File: src/rtl/pipeline_pkg.sv
// Shared pipeline constants and the "does this instruction write a register" rule.
package pipeline_pkg;

    localparam int FLAGS_W        = 17;
    localparam int REG_ADDR_W     = 5;
    localparam int FLAG_REG_WRITE = 0;
    localparam int FLAG_JALR      = 10;

    function automatic logic is_tracked(input logic                  valid,
                                        input logic                  reg_write,
                                        input logic [REG_ADDR_W-1:0] rd);
        return valid && reg_write && (rd != '0);
    endfunction

endpackage

File: src/rtl/scoreboard_counter.sv
// Per-register outstanding-write counter; holds at both ends instead of wrapping.
module scoreboard_counter #(
    parameter int CNT_W = 2
) (
    input  logic clk,
    input  logic rst,
    input  logic inc,
    input  logic dec,
    input  logic clr,
    output logic zero,
    output logic full,
    output logic underflow
);

    localparam logic [CNT_W-1:0] ONE_C = 1;

    logic [CNT_W-1:0] r_count;

    // Concurrent inc and dec cancel, even when the count is zero.
    always_ff @(posedge clk or posedge rst) begin
        if (rst) begin
            r_count <= '0;
        end else if (clr) begin
            r_count <= '0;
        end else if (inc && !dec && !full) begin
            r_count <= r_count + ONE_C;
        end else if (dec && !inc && !zero) begin
            r_count <= r_count - ONE_C;
        end
    end

    assign zero      = (r_count == '0);
    assign full      = (r_count == '1);
    assign underflow = dec && zero && !clr;

endmodule

File: src/rtl/pipeline_scoreboard.sv
// Register-write scoreboard: tracks outstanding writes from issue to writeback
// and produces the decode hazard stall.
module pipeline_scoreboard
    import pipeline_pkg::*;
#(
    parameter int NREGS = 32,
    parameter int CNT_W = 2,
    parameter int TOT_W = 4
) (
    input  logic                  clk,
    input  logic                  rst,
    input  logic                  issue_valid,
    input  logic [FLAGS_W-1:0]    issue_flags,
    input  logic [REG_ADDR_W-1:0] issue_rd,
    input  logic [REG_ADDR_W-1:0] issue_rs1,
    input  logic [REG_ADDR_W-1:0] issue_rs2,
    input  logic                  wb_valid,
    input  logic [FLAGS_W-1:0]    wb_flags,
    input  logic [REG_ADDR_W-1:0] wb_rd,
    input  logic                  flush,
    output logic                  rs1_pending,
    output logic                  rs2_pending,
    output logic                  issue_stall,
    output logic [NREGS-1:0]      pending_mask,
    output logic [TOT_W-1:0]      inflight,
    output logic                  underflow_err
);

    localparam logic [TOT_W-1:0] ONE_T = 1;

    logic [NREGS-1:0] w_zero;
    logic [NREGS-1:0] w_full;
    logic [NREGS-1:0] w_underflow;
    logic             w_issue_trk;
    logic             w_wb_trk;
    logic             w_accept;
    logic             w_wb_dec;
    logic             w_unused_flags;

    logic [TOT_W-1:0] r_inflight;
    logic             r_underflow_err;

    assign w_unused_flags = ^{issue_flags[FLAGS_W-1:1], wb_flags[FLAGS_W-1:1]};

    assign w_issue_trk = is_tracked(issue_valid, issue_flags[FLAG_REG_WRITE], issue_rd);
    assign w_wb_trk    = is_tracked(wb_valid, wb_flags[FLAG_REG_WRITE], wb_rd);

    // x0 is hard-wired as never pending and never full.
    assign w_zero[0]      = 1'b1;
    assign w_full[0]      = 1'b0;
    assign w_underflow[0] = 1'b0;

    for (genvar i = 1; i < NREGS; i++) begin : g_cnt
        scoreboard_counter #(.CNT_W(CNT_W)) u_cnt (
            .clk       (clk),
            .rst       (rst),
            .inc       (w_accept && (issue_rd == REG_ADDR_W'(i))),
            .dec       (w_wb_trk && (wb_rd == REG_ADDR_W'(i))),
            .clr       (flush),
            .zero      (w_zero[i]),
            .full      (w_full[i]),
            .underflow (w_underflow[i])
        );
    end

    // No writeback bypass: a register retiring this cycle still reads as pending.
    assign rs1_pending = issue_valid && (issue_rs1 != '0) && !w_zero[issue_rs1];
    assign rs2_pending = issue_valid && (issue_rs2 != '0) && !w_zero[issue_rs2];
    assign issue_stall = rs1_pending || rs2_pending || (w_issue_trk && w_full[issue_rd]);

    assign w_accept = w_issue_trk && !issue_stall;
    assign w_wb_dec = w_wb_trk && !w_zero[wb_rd];

    always_ff @(posedge clk or posedge rst) begin
        if (rst) begin
            r_inflight <= '0;
        end else if (flush) begin
            r_inflight <= '0;
        end else if (w_accept && !w_wb_dec) begin
            if (r_inflight != '1) r_inflight <= r_inflight + ONE_T;
        end else if (w_wb_dec && !w_accept) begin
            if (r_inflight != '0) r_inflight <= r_inflight - ONE_T;
        end
    end

    always_ff @(posedge clk or posedge rst) begin
        if (rst) begin
            r_underflow_err <= 1'b0;
        end else if (|w_underflow) begin
            r_underflow_err <= 1'b1;
        end
    end

    assign pending_mask  = ~w_zero;
    assign inflight      = r_inflight;
    assign underflow_err = r_underflow_err;

endmodule
File: config.mk
export PLATFORM = sky130hd
export DESIGN_NAME = pipeline_scoreboard
export DESIGN_NICKNAME = d
export VERILOG_FILES = /design/src/rtl/pipeline_pkg.sv /design/src/rtl/scoreboard_counter.sv /design/src/rtl/pipeline_scoreboard.sv
export SDC_FILE = /design/constraint.sdc
export NUM_CORES = 1
export LEC_CHECK = 0
export CAP_MARGIN = 20
export CORE_MARGIN = 5
export CORE_UTILIZATION = 71
export CTS_CLUSTER_DIAMETER = 100
export DETAILED_ROUTE_END_ITERATION = 6
export DONT_BUFFER_PORTS = 1
export GPL_TIMING_DRIVEN = 0
export PLACE_DENSITY = 0.95
export RECOVER_POWER = 50
export SYNTH_ARGS = -nofsm -noshare
export SYNTH_HDL_FRONTEND = slang
export SYNTH_SLANG_ARGS = --single-unit
File: constraint.sdc
create_clock -name clk -period 6.2 [get_ports clk]
set_input_delay 1.24 -clock clk [delete_from_list [all_inputs] [get_ports clk]]
set_output_delay 1.24 -clock clk [all_outputs]
set_load 0.05 [all_outputs]
==> metrics <==
total die area=10970 um^2; Avg Inst Size Synth=7.867 um^2; root buffer cell=clkbuf_8; cells on worst reg2reg path=13; multi-input logic area=around 4300 um^2; GR Overflow Total=0; Top delay family on crit path=buffers and inverters; 1st-iter DRT viols=1316; Crit. End Element=output port; worst setup margin=~1.2 ns; Post-synth ARST share=1.000; HPWL after DPL=18950 um; Syn-to-layout area delta=5.301%; Setup Fix Bufs, Post-CTS=0; Post-synth EDFFs=0; Fillers=649; placed instance count=919; sequential fraction of the synthesis area=0.2631; RR Startpoint=g_cnt[12].u_cnt.r_count[0]; H-Tree Depth=3; Area contributors post-synth=dfrtp_1, mux4_2, nand2_1, nor3_1, nor2_1; Syn Std Cell Area=6372 um^2; WHS Path Cells=1; Final GP Congestion=1.153; crit-path cells=buf_4 > inv_1 > mux4_2 > a211oi_1 > a211o_2 > nand3_4 > nor2_4 > buf_2 > inv_1; unrepaired setup endpoints after global routing=no; Antenna diodes=0; PnR Total Power=between 1000 and 1500 uW; drt total wl=approximately 26000 um; max-cap viol count=1; worst r2r dst=inflight[3]; dpl ws=~1.3 ns; final setup TNS=0 ns; Core Footprint=8721 um^2; vias in the first global route=7081; status=complete, but fails checks; placed standard-cell area=6528 um^2; post-cts sizing count=0; register area=between 1500 and 2000 um^2; clk buf depth=2; largest net degree at the start of global routing=41; failing checks=design-rule violations, max-capacitance violations, max-slew violations; clock skew=roughly 0.019 ns; Final min period=5.024 ns; vias after detailed routing=7530; post-synthesis cell type count=88; peak supply drop=approximately 0.00016 V; Clk Latency, worst-skew pair=0.36 ns; row count=34; r2r setup slk=1.93 ns; vias per cell=8.053; drt pass-1 iters=7; critical path's most frequent cell=inv_1; CTS tree=built; fin crit share=0.8103; DR DRC count=78; initial antenna violation count=0; nets=885; max-slew violation count=41; Die W=between 100 and 150 um; final hold violation count=0; clock sink count=67; worst hold start=g_cnt[31].u_cnt.r_count[0]; per-cell routed wire length=around 27 um; Worst-Margin Slew=approximately 2.2 ns; synthesis warning total=0; Port Buffers=0; CP max-delay cell=mux4_2; data required time at the worst endpoint=4.96 ns; dominant synthesized flop cell=dfrtp_1; clock-pin slew on the worst setup and hold paths=0.09 ns; Die Y=104.7 um; leading cell type in the layout, fill and taps excluded=nand2_1; syn_nets=between 800 and 900; WHS Endpoint=g_cnt[31].u_cnt.r_count[0]; Total GRT Usage=0.4525; HP Class=flip-flop to flip-flop; share of cells above drive strength 1=0.1076; crit-path max FO=10; Synth Register Bits=67; crit-path max cell delay=around 0.53 ns; P_leak=0.002653 uW; relative max-transition margin=-0.4552; CTS Hold Buffers Added=0; PD cells=165.1 nW/um^2; Finished Layout Cells=935; CTS Buf Count=9; critical path arrival=roughly 3.8 ns; Fmax achieved=199.1 MHz; Startpoint Class=input port; Setup Viol. Count Final=0; first-pass GRT wire length=just under 40000 um; most frequent cells in the layout=nand2_1, nor2_1, dfrtp_1; initial core utilization=0.7307; Mapped Cells=810; Setup CP Type=input port to output port; final instance area=about 6700 um^2; Synth top area share=0.2631; post-synth top area cell=dfrtp_1; I/O Pins=99; crit path buf inv count=4; ANT nets after route=0
[where the power goes]
group          switching, uW  internal (uW)
registers               20.6            441
clock network            194            205
logic                    182           65.6
[kinds of logic after synthesis]
family / synth area share
xor+xnor: 0.01787
buf+inv: 0.06872
simple gates: 0.3242
mux: 0.07932
compound gates: 0.2392
fa+ha+maj: 0.007068
flops: 0.2631
other cells: 0.0005885
[area by class of cell]
type / instances / share of cell area
multi-input cells: 646 / 0.6334
repair buffers: 2 / 0.001305
well taps: 108 / 0.02014
plain buffers: 57 / 0.04251
clock buffers: 11 / 0.02256
flip-flops and latches: 67 / 0.2499
inverters: 40 / 0.02275
clock inverters: 4 / 0.007459
[stage by stage]
step	hold slack, ns	util
after detailed placement	0.5427	0.7485
after CTS	0.5571	0.7716
after floorplan	0.4946	-
after global placement	0.5236	0.7462
after global routing	0.5981	0.7694
final	0.5708	0.7694
[flip-flops by register name (all words and copies together), names as in the netlist]
| name | flops |
|---|---|
| g_cnt.u_cnt.r_count | 62 |
| underflow_err | 1 |
| inflight | 4 |
[worst max path at each step]
stage / start / end / slack [ns] / cells past startpoint
finish: issue_rs2[2] / issue_stall / 1.18 / 9
detailed placement: issue_rs2[2] / issue_stall / 1.29 / 9
CTS: issue_rs2[2] / issue_stall / 1.29 / 9
global route: issue_rs2[2] / issue_stall / 1.12 / 9
global placement: issue_rs2[2] / issue_stall / 1.34 / 9
floorplan: issue_rs2[2] / issue_stall / 1.81 / 9
[cell usage after synthesis (7+ instances only)]
library cell	instances
a211oi_1	30
a21oi_1	37
a221oi_1	7
a31oi_1	30
and2_1	7
and3_1	12
buf_2	12
buf_4	9
clkbuf_1	30
dfrtp_1	67
inv_1	36
mux2i_1	10
mux4_2	15
nand2_1	79
nand2b_1	13
nand3_1	47
nand4_1	9
nor2_1	69
nor2b_1	10
nor3_1	53
nor3b_1	8
nor4_1	19
o21a_1	9
o21ai_0	34
xnor2_1	9
[routing by layer]
| metal | part of all wire | vias up | track usage |
|---|---|---|---|
| met5 | 0 | - | 0 |
| met1 | 0.32 | 3409 | 0.5544 |
| li1 | - | 3087 | - |
| met2 | 0.40 | 799 | 0.6565 |
| met4 | 0.092 | 0 | 0.2822 |
| met3 | 0.18 | 235 | 0.1917 |
No activity file was read; power rests on OpenSTA's default activity.
